--- src/rtl/seq_approx_divider.sv ---
// Iterative radix-2 restoring divider, one quotient bit per clock, approximate low rows.
// Optional DIV_RUNTIME_EXACT_EN adds exact_mode to force exact cells per operation.
module seq_approx_divider #(
    parameter int D_W         = 8,
    parameter int Q_W         = 8,
    parameter int APPROX_ROWS = 6
) (
    input  logic               clk,
    input  logic               rst_n,
    input  logic               start,
    input  logic [Q_W+D_W-1:0] n,
    input  logic [D_W-1:0]     d,
`ifdef DIV_RUNTIME_EXACT_EN
    input  logic               exact_mode,
`endif
    output logic               busy,
    output logic               done,
    output logic [Q_W-1:0]     q,
    output logic [D_W-1:0]     r,
    output logic               div_by_zero
);

    localparam int N_W = Q_W + D_W;
    localparam int I_W = (Q_W > 1) ? $clog2(Q_W) : 1;

    typedef enum logic {IDLE, CALC} state_t;

    state_t         state_q, state_d;
    logic [Q_W-1:0] nlo_q, nlo_d;
    logic [D_W-1:0] d_q, d_d;
    logic [D_W-1:0] rem_q, rem_d;
    logic [I_W-1:0] idx_q, idx_d;
    logic [Q_W-1:0] qacc_q, qacc_d;
    logic           busy_q, busy_d;
    logic           done_q, done_d;
    logic [Q_W-1:0] q_q, q_d;
    logic [D_W-1:0] r_q, r_d;
    logic           dz_q, dz_d;
    logic           exact_q, exact_d;

    logic           nbit;
    logic [D_W:0]   t;
    logic [D_W-1:0] diff;
    logic [D_W-1:0] rem_nx;
    logic [Q_W-1:0] qacc_nx;
    logic           use_apx;
    logic           bw;
    logic           x;
    logic           y;
    logic           qbit;

    // One trial-subtract row through the borrow chain, LSB first.
    always_comb begin
        nbit = 1'b0;
        for (int k = 0; k < Q_W; k++) begin
            if (idx_q == I_W'(k)) nbit = nlo_q[k];
        end
        t       = {rem_q, nbit};
        use_apx = (int'(idx_q) < APPROX_ROWS) && !exact_q;
        bw      = 1'b0;
        diff    = '0;
        x       = 1'b0;
        y       = 1'b0;
        for (int j = 0; j < D_W; j++) begin
            x = t[j];
            y = d_q[j];
            if (use_apx) begin
                diff[j] = (~x & y & ~bw) | (x & ~y & bw) | (x & y);
                bw      = ~bw;
            end else begin
                diff[j] = x ^ y ^ bw;
                bw      = (~x & y) | (~(x ^ y) & bw);
            end
        end
        qbit    = t[D_W] | ~bw;
        rem_nx  = qbit ? diff : t[D_W-1:0];
        qacc_nx = qacc_q;
        for (int k = 0; k < Q_W; k++) begin
            if (idx_q == I_W'(k)) qacc_nx[k] = qbit;
        end
    end

    always_comb begin
        state_d = state_q;
        nlo_d   = nlo_q;
        d_d     = d_q;
        rem_d   = rem_q;
        idx_d   = idx_q;
        qacc_d  = qacc_q;
        busy_d  = busy_q;
        done_d  = 1'b0;
        q_d     = q_q;
        r_d     = r_q;
        dz_d    = dz_q;
        exact_d = exact_q;
        unique case (state_q)
            IDLE: begin
                if (start) begin
                    nlo_d   = n[Q_W-1:0];
                    d_d     = d;
                    rem_d   = n[N_W-1:Q_W];
                    idx_d   = I_W'(Q_W - 1);
                    qacc_d  = '0;
                    busy_d  = 1'b1;
                    state_d = CALC;
`ifdef DIV_RUNTIME_EXACT_EN
                    exact_d = exact_mode;
`else
                    exact_d = 1'b0;
`endif
                end
            end
            CALC: begin
                rem_d  = rem_nx;
                qacc_d = qacc_nx;
                if (idx_q == '0) begin
                    q_d     = qacc_nx;
                    r_d     = rem_nx;
                    dz_d    = (d_q == '0);
                    busy_d  = 1'b0;
                    done_d  = 1'b1;
                    state_d = IDLE;
                end else begin
                    idx_d = idx_q - 1'b1;
                end
            end
            default: state_d = IDLE;
        endcase
    end

    always_ff @(posedge clk or negedge rst_n) begin
        if (!rst_n) begin
            state_q <= IDLE;
            nlo_q   <= '0;
            d_q     <= '0;
            rem_q   <= '0;
            idx_q   <= '0;
            qacc_q  <= '0;
            busy_q  <= 1'b0;
            done_q  <= 1'b0;
            q_q     <= '0;
            r_q     <= '0;
            dz_q    <= 1'b0;
            exact_q <= 1'b0;
        end else begin
            state_q <= state_d;
            nlo_q   <= nlo_d;
            d_q     <= d_d;
            rem_q   <= rem_d;
            idx_q   <= idx_d;
            qacc_q  <= qacc_d;
            busy_q  <= busy_d;
            done_q  <= done_d;
            q_q     <= q_d;
            r_q     <= r_d;
            dz_q    <= dz_d;
            exact_q <= exact_d;
        end
    end

    assign busy        = busy_q;
    assign done        = done_q;
    assign q           = q_q;
    assign r           = r_q;
    assign div_by_zero = dz_q;

endmodule

--- config.mk ---
export PLATFORM = sky130hd
export DESIGN_NAME = seq_approx_divider
export DESIGN_NICKNAME = d
export VERILOG_FILES = /design/src/rtl/seq_approx_divider.sv
export SDC_FILE = /design/constraint.sdc
export NUM_CORES = 1
export LEC_CHECK = 0
export ABC_AREA = 1
export CORE_MARGIN = 3
export CORE_UTILIZATION = 50
export DETAILED_ROUTE_END_ITERATION = 10
export PLACE_DENSITY = 0.87
export SYNTH_ARGS = -nofsm -noshare
export SYNTH_HDL_FRONTEND = slang
export SYNTH_SLANG_ARGS = --single-unit
--- constraint.sdc ---
create_clock -name clk -period 13.65 [get_ports clk]
set_input_delay 2.73 -clock clk [delete_from_list [all_inputs] [get_ports clk]]
set_output_delay 2.73 -clock clk [all_outputs]
set_load 0.005 [all_outputs]
==> run summary, run 1 <==
Reg-to-reg startpoint: idx_q[1]$_DFFE_PN0P_
Cell Rows: 26
Hold slack: 483 ps
DIE WIDTH: 80.1 um
Initial antenna violation count: 0
CTS Buf Count: 5
YS warnings: 0
ANT nets after route: 0
Nets: 393
Routed wire per std cell: 12.6 um
Fin. Hold Viols: 0
Largest net degree at the start of global routing: 55
Fin crit share: 0.486
Vias in the first global route: 1925
Input/output buffers: 45
Worst endpoint required time: 13810 ps
Fmax: 151 MHz
Die area: 0.00641 mm^2
CTS root buffer: clkbuf_8
Worst hold start: q[3]$_DFFE_PN0P_
Synth Area per Inst: 8.85 um^2
Finished Layout Cells: 423
Hold path cells: 2
Multi-input gate area: 0.00116 mm^2
Diode count: 0
CP max FO: 10
Setup CP Type: reg -> reg
H-tree depth: 2
Setup bufs post-CTS: 0
Final setup vio count: 0
Final Slew Violations: 0
CP Capture Type: flop
Utilization after layout: 0.637
Starting Density: 0.527
Top cells by area, synth: dfrtp_1 49%, nand2_1 15%, inv_1 5.3%, fa_1 5.1%, o21ai_1 3.3%
Vias: 2112
Setup TNS: 0 ps
FF+latch count, synth: 54
Cell Area, Synth: 0.00274 mm^2
Final RePlAce weighted congestion: 0.898
Power per cell area: 240 mW/mm^2
Fillers: 444
DR pass1 iterations: 4
CTS Sinks: 54
Dominant cell by count in the synthesized netlist: nand2_1
Later-pin clock latency in the skew report: 310 ps
Critical-path top delay cell: dfrtp_1
Area Overhead vs Synth: 20.9%
Maximum vdd drop: 0.100 mV
Worst-Margin Slew: 924 ps
Area leader, netlist: dfrtp_1
Share of cells above drive strength 1: 0.0822
Minimum clock period: 6640 ps
Clk pin slew, worst setup/hold paths: 90 ps
# DRC: 0
Area share of the largest cell type after synthesis: 0.493
Top FF cell, synth: dfrtp_1
Final wirelength: 5310 um
FF/Latch Area: 0.00135 mm^2
Relative slew slack: 0.383
MaxCap Viol Count: 0
Post-Syn Nets: 351
Async set or reset register ratio after synthesis: 1.00
I/O pins: 46
Vias per Instance: 4.99
Hold Path Class: reg -> reg
Iteration-0 DRC Markers: 195
Sequential fraction of the synthesis area: 0.493
EDFF count, synth: 0
FF-to-FF setup slack: 7010 ps
Total Power: 0.000796 W
Total Routing Usage GR: 0.187
Synth top cells by count: 106 x nand2_1, 54 x dfrtp_1, 39 x inv_1
Run status: finished, final reports clean
GRT overflow: 0
Worst r2r path cells: 35
CTS-repair resized insts: 0
First-pass GRT wire length: 9140 um
Clock skew: 4.75 ps
Clk buf depth: 2
Startpoint Class: flop
CTS tree: built
Worst Hold End: q[3]$_DFFE_PN0P_
Highest cell delay on the worst timing path: 450 ps
Die height: 80.1 um
Post-DP HPWL: 4000 um
Syn Inst Count: 310
R2R Path End: rem_q[1]$_DFFE_PN0P_
Core area: 0.00520 mm^2
CP Data Arrival Time: 6800 ps
Leak pwr: 1.64 nW
CTS Hold Bufs: 0
Cell count after placement: 415
RSZ-0062 raised after global routing: no
Post-synthesis cell type count: 31
state kept, by name, summed over array words and instances, names as in the netlist:
register     flops
d_q              8
nlo_q            8
q                8
r                8
rem_q            8
qacc_q           7
idx_q            3
busy             1
div_by_zero      1
done             1
state_q          1
cell usage in the layout, fill, tap and decap left out, drive strengths merged:
master | synthesis | final
a211oi | 1 | 1
clkinv | 0 | 1
fa | 7 | 7
buf | 9 | 3
nand2 | 108 | 108
a21o | 1 | 1
or2 | 6 | 6
o21ai | 27 | 27
o21a | 1 | 1
nor2 | 13 | 13
o22ai | 4 | 4
a21oi | 3 | 3
nor4 | 2 | 2
inv | 42 | 42
nand4 | 1 | 1
o221ai | 9 | 9
ha | 7 | 7
nand3 | 8 | 8
dfrtp | 54 | 54
a22oi | 4 | 4
clkbuf | 3 | 7
clkdlybuf4s50 | 0 | 44
area by class of cell:
type / instances / area share
clock buffers: 7 / 0.0260
clock inverters: 1 / 0.00151
inverters: 42 / 0.0490
multi-input cells: 202 / 0.351
flip-flops and latches: 54 / 0.407
well taps: 70 / 0.0264
repair buffers: 47 / 0.139
metal layers:
metal,vias up,GRT usage,share of wire
met2,57,0.281,0.46
met1,982,0.266,0.47
met5,-,0,0
met3,6,0.0392,0.054
met4,0,0.0693,0.015
li1,1067,-,-
through the flow:
stage                     setup WS (ps)  cell area, um^2
after floorplan                    7560             2740
after global placement             7300             3230
after detailed placement           7040             3230
after CTS                          7020             3320
after global routing               6620             3320
final                              7010             3320
kinds of logic after synthesis:
family / Yosys count / synth area share
compound gates: 50 / 0.125
fa+ha+maj: 14 / 0.0830
buf+inv: 54 / 0.0830
flops: 54 / 0.493
simple gates: 138 / 0.216
worst max-delay path, delay by kind of cell, from the launching register on:
family | cells | cell delay [ps]
adder cells (fa/ha/maj) | 9 | 2880
AND/OR/NAND/NOR | 19 | 2440
flip-flops | 1 | 450
buffers and inverters | 5 | 420
AO/OA/AOI/OAI | 2 | 300
report_power, final:
| group | total (W) | internal, W | switching [W] |
|---|---|---|---|
| clock | 0.0000889 | 0.0000410 | 0.0000480 |
| combinational | 0.000408 | 0.000180 | 0.000228 |
| sequential | 0.000299 | 0.000239 | 0.0000599 |
| total | 0.000796 | 0.000460 | 0.000336 |
worst max-delay path by stage:
stage / to / slack (ps) / depth (start not counted) / from
2_1_floorplan: rem_q[3]$_DFFE_PN0P_ / 7560 / 35 / idx_q[1]$_DFFE_PN0P_
3_3_place_gp: rem_q[1]$_DFFE_PN0P_ / 7300 / 34 / idx_q[1]$_DFFE_PN0P_
3_5_place_dp: rem_q[1]$_DFFE_PN0P_ / 7040 / 35 / idx_q[1]$_DFFE_PN0P_
4_1_cts: rem_q[1]$_DFFE_PN0P_ / 7020 / 35 / idx_q[1]$_DFFE_PN0P_
5_1_grt: rem_q[1]$_DFFE_PN0P_ / 6620 / 35 / idx_q[1]$_DFFE_PN0P_
6_report: rem_q[1]$_DFFE_PN0P_ / 7010 / 35 / idx_q[1]$_DFFE_PN0P_
Note: power is estimated with default switching activity, not from simulation.
==> run 2, diff against run 1 <==
==> constraint.sdc (replaced) <==
create_clock -name clk -period 6.8 [get_ports clk]
set_input_delay 1.36 -clock clk [delete_from_list [all_inputs] [get_ports clk]]
set_output_delay 1.36 -clock clk [all_outputs]
set_load 0.005 [all_outputs]
==> run 2 against run 1 <==
Against the previous run:
- clock power increased by 140%
- total power increased by 110%
- non-clock buffer count increased by 5
- final cell count increased by 1.4%
- sequential share of layout area decreased by 0.86 points
- clock skew increased by 3.8 ps
- sequential power increased by 100%
- setup slack got worse by 6800 ps
- global-route usage increased by 0.77 points
- maximum frequency increased by 0.13%
==> run summary, run 2 (same netlist as run 1, synthesis figures left out) <==
I/O pins: 46
Clock skew: 8.57 ps
Final Slew Violations: 0
Input/output buffers: 45
CP max FO: 6
Fmax: 151 MHz
P_int: 0.000981 W
Final RePlAce weighted congestion: 0.902
Utilization after layout: 0.652
Starting Density: 0.527
Post-DP HPWL: 4100 um
Buf+Inv Stages, Crit Path: 6
Comb power frac: 0.521
Iteration-0 DRC Markers: 256
Hold Path Class: reg -> reg
Die height: 80.1 um
FF-to-FF setup slack: 170 ps
Fin crit share: 0.975
Worst-Margin Slew: 921 ps
CP Capture Type: flop
Finished Layout Cells: 429
Cell count after placement: 415
Setup CP Type: reg -> reg
Worst endpoint required time: 6970 ps
CTS Buf Count: 5
Switch share: 0.426
H-tree depth: 2
Core area: 0.00520 mm^2
Final setup vio count: 0
DR pass1 iterations: 6
# DRC: 0
Family with the most delay on the worst path: adder cells
Power per cell area: 504 mW/mm^2
Cell Rows: 26
First-pass GRT wire length: 9600 um
Fillers: 427
DIE WIDTH: 80.1 um
MaxCap Viol Count: 0
Area Overhead vs Synth: 23.7%
Maximum vdd drop: 0.231 mV
Total Routing Usage GR: 0.194
Clk pin slew, worst setup/hold paths: 90 ps
Clk buf depth: 2
Startpoint Class: flop
CP Data Arrival Time: 6800 ps
Routed wire per std cell: 13.9 um
Vias per Instance: 5.21
ANT nets after route: 0
CTS tree: built
Minimum clock period: 6630 ps
Final wirelength: 5970 um
Relative slew slack: 0.384
Most common cell after layout, fill and taps aside: nand2_1
Diode count: 0
Seq pwr share: 0.356
Largest net degree at the start of global routing: 55
Vias: 2233
Fin. Hold Viols: 0
Clk pwr share: 0.124
Share of cells above drive strength 1: 0.117
Initial antenna violation count: 0
Vias in the first global route: 2031
Die area: 0.00641 mm^2
Hold slack: 491 ps
CTS Sinks: 54
Highest cell delay on the worst timing path: 450 ps
Critical-path top delay cell: dfrtp_2
Leak pwr: 1.67 nW
Most frequent cells in the layout: 105 x nand2_1, 53 x dfrtp_1, 44 x clkdlybuf4s50_1
Run status: finished, final reports clean
CTS Hold Bufs: 0
Switch Pwr: 0.000729 W
Nets: 399
GRT overflow: 0
Later-pin clock latency in the skew report: 310 ps
CTS root buffer: clkbuf_8
run 2: cell types whose count changed in the layout (fill, tap and decap cells not counted), sizes merged:
| cell | change |
|---|---|
| buf | +5 |
| bufinv | +1 |
| clkbuf | -1 |
| clkinv | -1 |
| clkinvlp | +1 |
| nor2 | +1 |
run 2: cell type report:
class	count	area, um^2	share of cell area
inverter	42	163	0.0480
sequential	54	1350	0.399
multi-input combinational	203	1180	0.348
clock inverter	2	37.5	0.0111
clock buffer	6	72.6	0.0214
tap	70	87.6	0.0258
timing repair buffer	52	498	0.147
run 2: through the flow:
| step | setup TNS, ps | power (W) | setup WS, ps | area (um^2) |
|---|---|---|---|---|
| floorplan | 0 | 0.00118 | 714 | 2740 |
| finish | 0 | 0.00171 | 173 | 3390 |
| detailed placement | 0 | 0.00144 | 210 | 3230 |
| CTS | 0 | 0.00166 | 67.1 | 3340 |
| global placement | 0 | 0.00138 | 450 | 3230 |
| global route | -606 | 0.00186 | -118 | 3390 |
run 2: final timing paths:
check | startpoint | cells after the start | to
setup / recovery | idx_q[1]$_DFFE_PN0P_ | 36 | rem_q[7]$_DFFE_PN0P_
min in group asynchronous | rst_n | 2 | r[3]$_DFFE_PN0P_
setup reg to reg | idx_q[1]$_DFFE_PN0P_ | 36 | rem_q[7]$_DFFE_PN0P_
max in group asynchronous | rst_n | 2 | idx_q[1]$_DFFE_PN0P_
hold / removal | r[0]$_DFFE_PN0P_ | 2 | r[0]$_DFFE_PN0P_
hold reg to reg | r[0]$_DFFE_PN0P_ | 2 | r[0]$_DFFE_PN0P_
run 2: power groups by stage:
stage	Sequential [W]	Clock (W)	Combinational [W]
global route	0.000629	0.000226	0.00101
global placement	0.000598	0	0.000785
detailed placement	0.000607	0	0.000831
finish	0.000608	0.000212	0.000890
CTS	0.000603	0.000214	0.000843
floorplan	0.000568	0	0.000608
run 2: metal layers:
metal / vias up / global-route usage / wire [um]
met3: 15 / 0.0336 / 338
met1: 1060 / 0.269 / 2600
li1: 1080 / - / -
met2: 78 / 0.309 / 2910
met5: - / 0 / 0
met4: 0 / 0.0676 / 129
run 2: tightest hold or removal path, stage by stage (launching register included):
cell and delay (ps):
dfrtp_1 350, nand2_1 50, nand2_1 60
run 2: timing repair:
action | in CTS | in global routing
endpoints found under the setup margin | 0 | 15
resized for setup | 0 | 7
buffers inserted | 0 | 5
==> run 3, diff against run 2 <==
--- a/config.mk
+++ b/config.mk
@@ -5,11 +5,12 @@
 export SDC_FILE = /design/constraint.sdc
 export NUM_CORES = 1
 export LEC_CHECK = 0
-export ABC_AREA = 1
+export ABC_AREA = 0
 export CORE_MARGIN = 3
 export CORE_UTILIZATION = 50
 export DETAILED_ROUTE_END_ITERATION = 10
-export PLACE_DENSITY = 0.87
+export DONT_BUFFER_PORTS = 1
+export PLACE_DENSITY = 0.76
 export SYNTH_ARGS = -nofsm -noshare
 export SYNTH_HDL_FRONTEND = slang
 export SYNTH_SLANG_ARGS = --single-unit
==> run 3 against run 2 <==
Against the previous run:
- setup slack better by 70 ps
- critical path type unchanged
- critical path depth decreased by 11
- via count decreased by 16%
- largest cell class is now multi-input combinational cells
- maximum frequency up 1.1%
- clock power is 22% lower
- synthesized area rose by 0.36%
- worst hold slack better by 12 ps
- count of clock-buffer cells in the layout fell by 1
- sequential cell count is the same
- core utilization decreased by 6.7 points
- design area is 10% lower
==> run summary, run 3 <==
Setup CP Type: reg -> reg
Post-DP HPWL: 3950 um
Hold Path Class: reg -> reg
Leak pwr: 1.34 nW
Area Overhead vs Synth: 10.6%
Routed wire per std cell: 16.9 um
Buf+Inv Stages, Crit Path: 1
Most common cell after layout, fill and taps aside: dfrtp_1
Vias in the first global route: 1853
Total Routing Usage GR: 0.183
Syn Inst Count: 255
Worst endpoint required time: 7030 ps
Vias per Instance: 5.68
Startpoint Class: flop
Hold slack: 503 ps
Iteration-0 DRC Markers: 149
CP Capture Type: flop
CTS Sinks: 54
Minimum clock period: 6560 ps
CTS tree: built
Final Slew Violations: 0
Final setup vio count: 0
First-pass GRT wire length: 9160 um
Clk pin slew, worst setup/hold paths: 90 ps
DR pass1 iterations: 4
Input/output buffers: 0
Utilization after layout: 0.585
Synth top cells by count: 54 x dfrtp_1, 24 x nand2_1, 21 x a21oi_1
Initial antenna violation count: 0
CTS Buf Count: 5
Vias: 1880
CP max FO: 5
Async set or reset register ratio after synthesis: 1.00
DIE WIDTH: 80.2 um
Final wirelength: 5600 um
I/O pins: 46
Top FF cell, synth: dfrtp_1
Die height: 80.2 um
Fin. Hold Viols: 0
Final RePlAce weighted congestion: 0.856
CP most frequent cell: fa_1
Area share of the largest cell type after synthesis: 0.491
Share of cells above drive strength 1: 0.280
Maximum vdd drop: 0.232 mV
Clock skew: 5.88 ps
GRT overflow: 0
MaxCap Viol Count: 0
Largest net degree at the start of global routing: 55
CTS root buffer: clkbuf_8
Sequential fraction of the synthesis area: 0.491
CTS Hold Bufs: 0
Diode count: 0
H-tree depth: 2
Worst-Margin Slew: 1070 ps
Dominant cell by count in the synthesized netlist: dfrtp_1
Later-pin clock latency in the skew report: 310 ps
Post-synthesis cell type count: 44
Cell Area, Synth: 0.00275 mm^2
Area leader, netlist: dfrtp_1
ANT nets after route: 0
CP Data Arrival Time: 6790 ps
Die area: 0.00643 mm^2
Synth Area per Inst: 10.8 um^2
Fmax: 153 MHz
Top cells by area, synth: dfrtp_1 49%, mux2_2 7.4%, fa_1 5.1%, a21oi_1 3.8%, nand2_1 3.3%
Fin crit share: 0.964
Post-Syn Nets: 296
FF+latch count, synth: 54
RSZ-0062 raised after global routing: no
Core area: 0.00520 mm^2
# DRC: 0
Family with the most delay on the worst path: adder cells
Relative slew slack: 0.290
EDFF count, synth: 0
Cell Rows: 26
Starting Density: 0.529
Nets: 302
Power per cell area: 543 mW/mm^2
Most frequent cells in the layout: 53 x dfrtp_1, 24 x nand2_1, 18 x mux2_2
Highest cell delay on the worst timing path: 460 ps
Clk buf depth: 2
Critical-path top delay cell: dfrtp_2
YS warnings: 0
Run status: finished, final reports clean
[run 3: cell count changes after synthesis, moves of 5 or more]
cell | previous run | this run
o21ai_0 | 9 | 3
a211oi_1 | 1 | 8
nand3_1 | 8 | 2
mux2_2 | 0 | 18
a21oi_1 | 3 | 21
mux2i_1 | 0 | 7
inv_1 | 39 | 11
nand2b_1 | 0 | 5
nand2_1 | 106 | 24
and3_1 | 0 | 6
o221ai_2 | 6 | 0
[run 3: stage by stage]
step                total power [W]  instances  cell area (um^2)  setup TNS [ps]  setup slack, ps
global placement            0.00132        320              2820               0             76.5
finish                      0.00165        331              3040               0              243
floorplan                   0.00118        255              2750               0              236
detailed placement          0.00135        320              2820            -103             -103
global route                0.00181        331              3040               0             8.14
CTS                         0.00156        330              2930               0             22.6
[run 3: where the power goes]
part           switching, W  leakage, nW  internal [W]
Combinational      0.000432        0.642      0.000415
Clock             0.0000959       0.0438     0.0000693
Sequential         0.000159        0.650      0.000483
[run 3: worst register-to-register path, delay by kind of cell (launching register included)]
family,cells,cell delay [ps]
fa+ha+maj,9,2850
simple gates,10,2370
buf+inv,1,110
flops,1,460
compound gates,5,680
[run 3: cell families (layout without fill, tap and decap cells)]
family / Yosys count / after routing / synth area share
fa+ha+maj: 14 / 14 / 0.0827
buf+inv: 25 / 31 / 0.0450
simple gates: 74 / 74 / 0.146
compound gates: 63 / 63 / 0.136
flops: 54 / 54 / 0.491
mux: 25 / 25 / 0.0991
[run 3: worst paths after layout]
path                                      start                     to  slack [ps]  cells past startpoint
setup / recovery           idx_q[1]$_DFFE_PN0P_  qacc_q[4]$_DFFE_PN0P_         240                     25
hold reg to reg                q[0]$_DFFE_PN0P_       q[0]$_DFFE_PN0P_         500                      1
max in group asynchronous                 rst_n   idx_q[1]$_DFFE_PN0P_        5970                      0
hold / removal                 q[0]$_DFFE_PN0P_       q[0]$_DFFE_PN0P_         500                      1
min in group asynchronous                 rst_n   idx_q[1]$_DFFE_PN0P_         740                      0
setup reg to reg           idx_q[1]$_DFFE_PN0P_  qacc_q[4]$_DFFE_PN0P_         240                     25
[run 3: repair_timing]
action,4_1_cts,5_1_grt
resized for setup,3,27
pin swaps,1,7
setup buffers,3,1
setup endpoints to repair,10,23
[run 3: area by class of cell]
cell class	instances	area, um^2
Multi-Input combinational cell	176	1390
Clock buffer	5	68.8
Tap cell	70	87.6
Inverter	13	51.3
Timing Repair Buffer	11	86.3
Sequential cell	54	1350
Clock inverter	2	10.0
Fill cell	428	2160
[run 3: routing by layer]
metal	vias up	global-route usage	share of wire
met5	-	0	0
met4	0	0.0591	0.017
met3	10	0.0561	0.056
met2	44	0.263	0.46
met1	926	0.262	0.47
li1	900	-	-
